**src/rtl/tx_arb_pkg.sv**
```systemverilog
// Shared types and constants for the UART TX report arbiter and its siblings.
package tx_arb_pkg;

  typedef enum logic [1:0] {
    ST_IDLE  = 2'd0,
    ST_XFER  = 2'd1,
    ST_ABORT = 2'd2
  } arb_state_e;

  localparam logic [7:0] TERM_BYTE_DEFAULT = 8'h0A;

  localparam int unsigned REQ_CLOCK = 0;
  localparam int unsigned REQ_ECHO  = 1;
  localparam int unsigned REQ_DHT   = 2;

endpackage

```
**src/rtl/rr_pick.sv**
```systemverilog
// Combinational round-robin picker: first set request at or above ptr, wrapping.
module rr_pick #(
  parameter int unsigned N = 3,
  localparam int unsigned IW = (N > 1) ? $clog2(N) : 1
) (
  input  logic [N-1:0]  req,
  input  logic [IW-1:0] ptr,
  output logic [N-1:0]  gnt_oh,
  output logic [IW-1:0] gnt_idx,
  output logic          gnt_any
);

  always_comb begin
    gnt_oh  = '0;
    gnt_idx = '0;
    gnt_any = 1'b0;
    for (int unsigned k = 0; k < N; k++) begin
      if (!gnt_any && req[IW'((32'(ptr) + k) % N)]) begin
        gnt_any = 1'b1;
        gnt_idx = IW'((32'(ptr) + k) % N);
        gnt_oh  = N'(1) << ((32'(ptr) + k) % N);
      end
    end
  end

endmodule

```
**src/rtl/tx_report_arbiter.sv**
```systemverilog
// Whole-frame round-robin arbiter sharing the UART TX FIFO write port.
// Define TX_ARB_PRIO0_EN to give requester 0 strict priority at arbitration.
module tx_report_arbiter
  import tx_arb_pkg::*;
#(
  parameter int unsigned            DATA_WIDTH  = 8,
  parameter int unsigned            N_REQ       = 3,
  parameter int unsigned            MAX_FRAME   = 16,
  parameter int unsigned            TIMEOUT_CYC = 1000,
  parameter logic [DATA_WIDTH-1:0]  TERM_BYTE   = DATA_WIDTH'(TERM_BYTE_DEFAULT)
) (
  input  logic                        clk,
  input  logic                        rst,
  input  logic [N_REQ-1:0]            req_valid,
  input  logic [N_REQ*DATA_WIDTH-1:0] req_data,
  input  logic [N_REQ-1:0]            req_last,
  output logic [N_REQ-1:0]            req_ready,
  input  logic                        fifo_full,
  output logic                        fifo_we,
  output logic [DATA_WIDTH-1:0]       fifo_wdata,
  output logic [N_REQ-1:0]            grant,
  output logic                        busy,
  output logic [7:0]                  abort_cnt
);

  localparam int unsigned IW = (N_REQ > 1) ? $clog2(N_REQ) : 1;
  localparam int unsigned BW = $clog2(MAX_FRAME + 1);
  localparam int unsigned SW = $clog2(TIMEOUT_CYC + 1);

  arb_state_e      state_q, state_d;
  logic [IW-1:0]   ptr_q, ptr_d;
  logic [IW-1:0]   gidx_q, gidx_d;
  logic [N_REQ-1:0] grant_q, grant_d;
  logic [BW-1:0]   byte_cnt_q, byte_cnt_d;
  logic [SW-1:0]   stall_cnt_q, stall_cnt_d;
  logic [7:0]      abort_cnt_q, abort_cnt_d;

  logic [N_REQ-1:0] pick_req, rr_oh, pick_oh;
  logic [IW-1:0]    rr_idx, pick_idx, ptr_nxt;
  logic             rr_any, pick_any;
  logic             g_valid, g_last;
  logic [DATA_WIDTH-1:0] g_data;

`ifdef TX_ARB_PRIO0_EN
  assign pick_req = req_valid & ~N_REQ'(1);
`else
  assign pick_req = req_valid;
`endif

  rr_pick #(.N(N_REQ)) u_pick (
    .req     (pick_req),
    .ptr     (ptr_q),
    .gnt_oh  (rr_oh),
    .gnt_idx (rr_idx),
    .gnt_any (rr_any)
  );

  // Final arbitration choice; requester 0 overrides the rotation when prioritised.
  always_comb begin
    pick_oh  = rr_oh;
    pick_idx = rr_idx;
    pick_any = rr_any;
`ifdef TX_ARB_PRIO0_EN
    if (req_valid[0]) begin
      pick_oh  = N_REQ'(1);
      pick_idx = '0;
      pick_any = 1'b1;
    end
`endif
  end

  assign g_valid = req_valid[gidx_q];
  assign g_last  = req_last[gidx_q];
  assign g_data  = req_data[32'(gidx_q)*DATA_WIDTH +: DATA_WIDTH];
  assign ptr_nxt = (32'(gidx_q) == N_REQ - 1) ? '0 : gidx_q + IW'(1);

  // Next-state, counters and the combinational FIFO-side strobes.
  always_comb begin
    state_d     = state_q;
    ptr_d       = ptr_q;
    gidx_d      = gidx_q;
    grant_d     = grant_q;
    byte_cnt_d  = byte_cnt_q;
    stall_cnt_d = stall_cnt_q;
    abort_cnt_d = abort_cnt_q;
    req_ready   = '0;
    fifo_we     = 1'b0;
    fifo_wdata  = '0;
    unique case (state_q)
      ST_IDLE: begin
        if (pick_any) begin
          grant_d     = pick_oh;
          gidx_d      = pick_idx;
          byte_cnt_d  = '0;
          stall_cnt_d = '0;
          state_d     = ST_XFER;
        end
      end
      ST_XFER: begin
        req_ready  = grant_q & {N_REQ{!fifo_full}};
        fifo_we    = g_valid & !fifo_full;
        fifo_wdata = g_data;
        if (g_valid && !fifo_full) begin
          byte_cnt_d  = byte_cnt_q + BW'(1);
          stall_cnt_d = '0;
          if (g_last) begin
            ptr_d   = ptr_nxt;
            grant_d = '0;
            state_d = ST_IDLE;
          end else if (byte_cnt_q + BW'(1) == BW'(MAX_FRAME)) begin
            state_d = ST_ABORT;
          end
        end else if (!fifo_full) begin
          stall_cnt_d = stall_cnt_q + SW'(1);
          if (stall_cnt_q + SW'(1) == SW'(TIMEOUT_CYC)) begin
            state_d = ST_ABORT;
          end
        end
      end
      ST_ABORT: begin
        if (!fifo_full) begin
          fifo_we     = 1'b1;
          fifo_wdata  = TERM_BYTE;
          abort_cnt_d = (abort_cnt_q == 8'hFF) ? abort_cnt_q : abort_cnt_q + 8'd1;
          ptr_d       = ptr_nxt;
          grant_d     = '0;
          state_d     = ST_IDLE;
        end
      end
      default: state_d = ST_IDLE;
    endcase
  end

  always_ff @(posedge clk or negedge rst) begin
    if (!rst) begin
      state_q     <= ST_IDLE;
      ptr_q       <= '0;
      gidx_q      <= '0;
      grant_q     <= '0;
      byte_cnt_q  <= '0;
      stall_cnt_q <= '0;
      abort_cnt_q <= '0;
    end else begin
      state_q     <= state_d;
      ptr_q       <= ptr_d;
      gidx_q      <= gidx_d;
      grant_q     <= grant_d;
      byte_cnt_q  <= byte_cnt_d;
      stall_cnt_q <= stall_cnt_d;
      abort_cnt_q <= abort_cnt_d;
    end
  end

  assign grant     = grant_q;
  assign busy      = (state_q != ST_IDLE);
  assign abort_cnt = abort_cnt_q;

endmodule
```
**config.mk**
```make
export PLATFORM = sky130hd
export DESIGN_NAME = tx_report_arbiter
export DESIGN_NICKNAME = d
export VERILOG_FILES = /design/src/rtl/tx_arb_pkg.sv /design/src/rtl/rr_pick.sv /design/src/rtl/tx_report_arbiter.sv
export SDC_FILE = /design/constraint.sdc
export NUM_CORES = 1
export LEC_CHECK = 0
export ABC_CLOCK_PERIOD_IN_PS = 2350
export CORE_MARGIN = 3
export CORE_UTILIZATION = 47
export CTS_BUF_LIST = sky130_fd_sc_hd__clkbuf_8
export DETAILED_ROUTE_END_ITERATION = 8
export HOLD_SLACK_MARGIN = 0.06
export PLACE_DENSITY_LB_ADDON = 0.1
export SLEW_MARGIN = 25
export SYNTH_ARGS = -nofsm -noshare
export SYNTH_HDL_FRONTEND = slang
export SYNTH_HIERARCHICAL = 1
export SYNTH_SLANG_ARGS = --single-unit
```
**constraint.sdc**
```tcl
create_clock -name clk -period 2.35 [get_ports clk]
set_clock_uncertainty 0.15 [all_clocks]
set_input_delay 0.3525 -clock clk [delete_from_list [all_inputs] [get_ports clk]]
set_output_delay 0.3525 -clock clk [all_outputs]
set_load 0.01 [all_outputs]
```
==> metrics <==
outcome finished, violations left; diode insertion count for antenna repair 0; launch instance of the worst register-to-register path ptr_q[0]; worst-path cell chain buf_4 > ha_4 > mux2i_1 > o22a_4 > nand2_2 > and2b_1 > or3_4 > mux2_2; Synth Flop Type sky130_fd_sc_hd__dfrtp_1; area share of the largest cell type after synthesis 0.338; critical path class register to register; Placement Rows 25; unrepaired setup endpoints after global routing yes; total DRC errors in the routed layout 0; proportion of layout cells with a drive suffix above 1 0.259; shortest clock period the worst path allows after layout 2.39 ns; critical path capture point type register; warnings from Yosys 6; Yosys reg bits 32; synthesized instance count 264; number of placed I/O pins 57; maximum frequency from static timing analysis 0.418 GHz; effective utilization at floorplan 0.495; cell area power density 1100 nW/um^2; stage delay of the slowest cell on the critical path 0.40 ns; max cap viols 0; crit-path leading delay family simple AND/OR/NAND/NOR gates; Worst EP arrival 2.41 ns; Mapped Nets 307; final non-filler cell area 3470 sq um; number of distinct library cell variants in the gate-level netlist after synthesis 58; crit path max fanout 9; number of vias per cell after detailed routing 5.35; buffers plus inverters on the worst setup path 1; vias after detailed routing 2278; signed area change from the synthesized netlist to the final layout 46.5%; ys async rst share 1.00; final slew viol count 0; Period Utilization, post-route 1.02; length of the first detailed-routing pass in iterations 4; Antenna Nets Post-Route 0; Worst Hold Class input port to async pin; number of levels the H-tree was split into 2; Clk pin slew, worst setup/hold paths 0.07 ns; initial drt markers 102; clock sink count 32; Worst R2R Setup Slack -0.04 ns; final routed wirelength across all metal layers 6.22 mm; final standard cell count with taps included and fillers excluded 426; hold violation total from the final report 0; dominant cells by area after synthesis sky130_fd_sc_hd__dfrtp_1 34%, sky130_fd_sc_hd__mux2i_1 5.5%, sky130_fd_sc_hd__ha_1 5.3%; antenna violations before repair 0; sort of element at the start of the critical path register; EDFF count, synth 0; leading area contributor after synthesis sky130_fd_sc_hd__dfrtp_1; Hold WS 0.328 ns; Chip Height 77.0 um; number of buffers created by CTS 5; Die Span X 77.0 um; first-pass GRT wire length 10.6 mm; largest net degree at the start of global routing 33; Port Buf Inserts 56; failing checks negative setup slack; half-perimeter wire length after placement 4.54 mm; worst setup path startpoint ptr_q[0]; endpoint of the worst register-to-register path stall_cnt_q[0]; slew at the pin with the worst max-slew slack 0.429 ns; TritonCTS clock tree built; slowest stage cell on the critical path sky130_fd_sc_hd__dfrtp_1; clock latency at the later pin of the worst-skew pair 0.28 ns; required time of the critical path 2.36 ns; Routability Congestion 0.911; placed instance area 3270 sq um; Overall Global Routing Usage 0.221; Static Leak 0.00159 uW; Nets 401; Total Neg Setup Slack -0.0885 ns; Register-to-Register Path Depth 8; DP Worst Slack -0.368 ns; Clk Tree Root Cell sky130_fd_sc_hd__clkbuf_8; global-route congestion overflow total 0; min setup slack post-route -0.0443 ns; die outline area 5930 sq um; part of the Yosys area used for sequential elements 0.338; drt wl/cell 14.6 um; vias in the first global route 2310; Worst slew margin 0.714; Core ar. 4790 sq um; netlist area before placement 2370 sq um; buffers from clock root to sink, at most 2; setup violators final 4; syn avg cell area 8.98 sq um; number of cells after detailed placement 414; peak supply drop 777 uV
==> how the worst max path moves through the flow <==
stage / to / slack (ns) / cells after the start
finish: stall_cnt_q[0] / -0.04 / 8
global route: stall_cnt_q[0] / -0.11 / 8
detailed placement: stall_cnt_q[0] / -0.37 / 7
CTS: stall_cnt_q[0] / 0.0004 / 9
floorplan: stall_cnt_q[0] / 0.03 / 9
global placement: stall_cnt_q[0] / -0.31 / 7
==> worst reg2reg max path: cells and delay by family (launching register included) <==
family          cells  cell delay, ns
compound gates      1            0.28
simple gates        3            0.69
fa+ha+maj           1            0.17
mux                 2            0.44
buf+inv             1            0.15
flops               1            0.40
==> logic make-up (layout without fill, tap and decap cells) <==
| group | after synthesis | count (layout) | synth area share |
|---|---|---|---|
| AO/OA/AOI/OAI | 69 | 69 | 0.198 |
| XOR/XNOR | 9 | 9 | 0.0332 |
| adder cells (fa/ha/maj) | 10 | 10 | 0.0528 |
| buffers and inverters | 17 | 112 | 0.0338 |
| flip-flops | 32 | 32 | 0.338 |
| multiplexers | 24 | 24 | 0.113 |
| AND/OR/NAND/NOR | 103 | 103 | 0.231 |
==> Yosys cell counts, types with 3 or more instances <==
| cell | count |
|---|---|
| sky130_fd_sc_hd__o31ai_1 | 4 |
| sky130_fd_sc_hd__a22o_1 | 4 |
| sky130_fd_sc_hd__ha_1 | 10 |
| sky130_fd_sc_hd__xnor2_1 | 3 |
| sky130_fd_sc_hd__o21ai_0 | 19 |
| sky130_fd_sc_hd__nand3_1 | 8 |
| sky130_fd_sc_hd__mux2_2 | 6 |
| sky130_fd_sc_hd__nor2_1 | 22 |
| sky130_fd_sc_hd__and2_1 | 6 |
| sky130_fd_sc_hd__xor2_1 | 6 |
| sky130_fd_sc_hd__nand2_1 | 24 |
| sky130_fd_sc_hd__nand3b_1 | 3 |
| sky130_fd_sc_hd__mux2i_1 | 13 |
| sky130_fd_sc_hd__nand4_1 | 5 |
| sky130_fd_sc_hd__mux2_1 | 3 |
| sky130_fd_sc_hd__nor2b_1 | 11 |
| sky130_fd_sc_hd__o21a_1 | 3 |
| sky130_fd_sc_hd__dfrtp_1 | 32 |
| sky130_fd_sc_hd__nor3_1 | 6 |
| sky130_fd_sc_hd__a21oi_1 | 20 |
| sky130_fd_sc_hd__clkbuf_1 | 3 |
| sky130_fd_sc_hd__and3_1 | 3 |
| sky130_fd_sc_hd__inv_1 | 9 |
| sky130_fd_sc_hd__o21ai_1 | 3 |
==> state kept, by name (all words and copies together) (netlist names) <==
signal / cells
stall_cnt_q: 10
grant: 3
byte_cnt_q: 5
abort_cnt: 8
ptr_q: 2
state_q: 2
gidx_q: 2
==> cell type report <==
class,instances,area (sq um)
multi-input combinational,215,1600
fill,394,1310
clock inverter,3,38.8
sequential,32,803
tap,67,83.8
inverter,9,33.8
clock buffer,5,68.8
timing repair buffer,95,847
==> cell usage in the layout (no fill, tap or decap), drive strengths merged, types with 2 or more instances in the layout <==
master         instances
a21oi                 21
a22o                   4
a31o                   2
a31oi                  2
and2                   6
and3                   4
buf                   39
clkbuf                 6
clkdlybuf4s50         42
dfrtp                 32
dlygate4sd2            9
dlymetal6s2s           4
ha                    10
inv                   10
mux2                  10
mux2i                 14
nand2                 24
nand2b                 2
nand3                  9
nand3b                 3
nand4                  6
nor2                  23
nor2b                 11
nor3                   6
o2111ai                2
o21a                   3
o21ai                 22
o31ai                  5
or2                    2
or3                    2
xnor2                  3
xor2                   6
==> per-layer routing <==
layer | up-vias | track usage | part of all wire
li1 | 1143 | - | -
met1 | 1075 | 0.273 | 0.45
met2 | 54 | 0.381 | 0.49
met3 | 6 | 0.0516 | 0.052
met4 | 0 | 0.0676 | 0.010
met5 | - | 0 | 0
==> metrics by stage <==
step | total power, uW | util
global placement | 3090 | 0.682
floorplan | 2270 | -
CTS | 3750 | 0.715
global route | 4110 | 0.726
finish | 3820 | 0.726
detailed placement | 3130 | 0.682
==> what timing repair did <==
item / 4_1_cts / 5_1_grt
endpoints found under the hold margin: 0 / 0
resized for setup: 23 / 18
endpoints found under the setup margin: 21 / 25
hold buffers: 0 / 0
buffers inserted: 1 / 3
==> power by group <==
group          total (uW)  leakage, uW  internal [uW]  switching, uW
combinational        2480      0.00110           1300           1180
clock                 519    0.0000593            310            209
sequential            819     0.000425            680            139
Power figures use the tool's default switching activity.
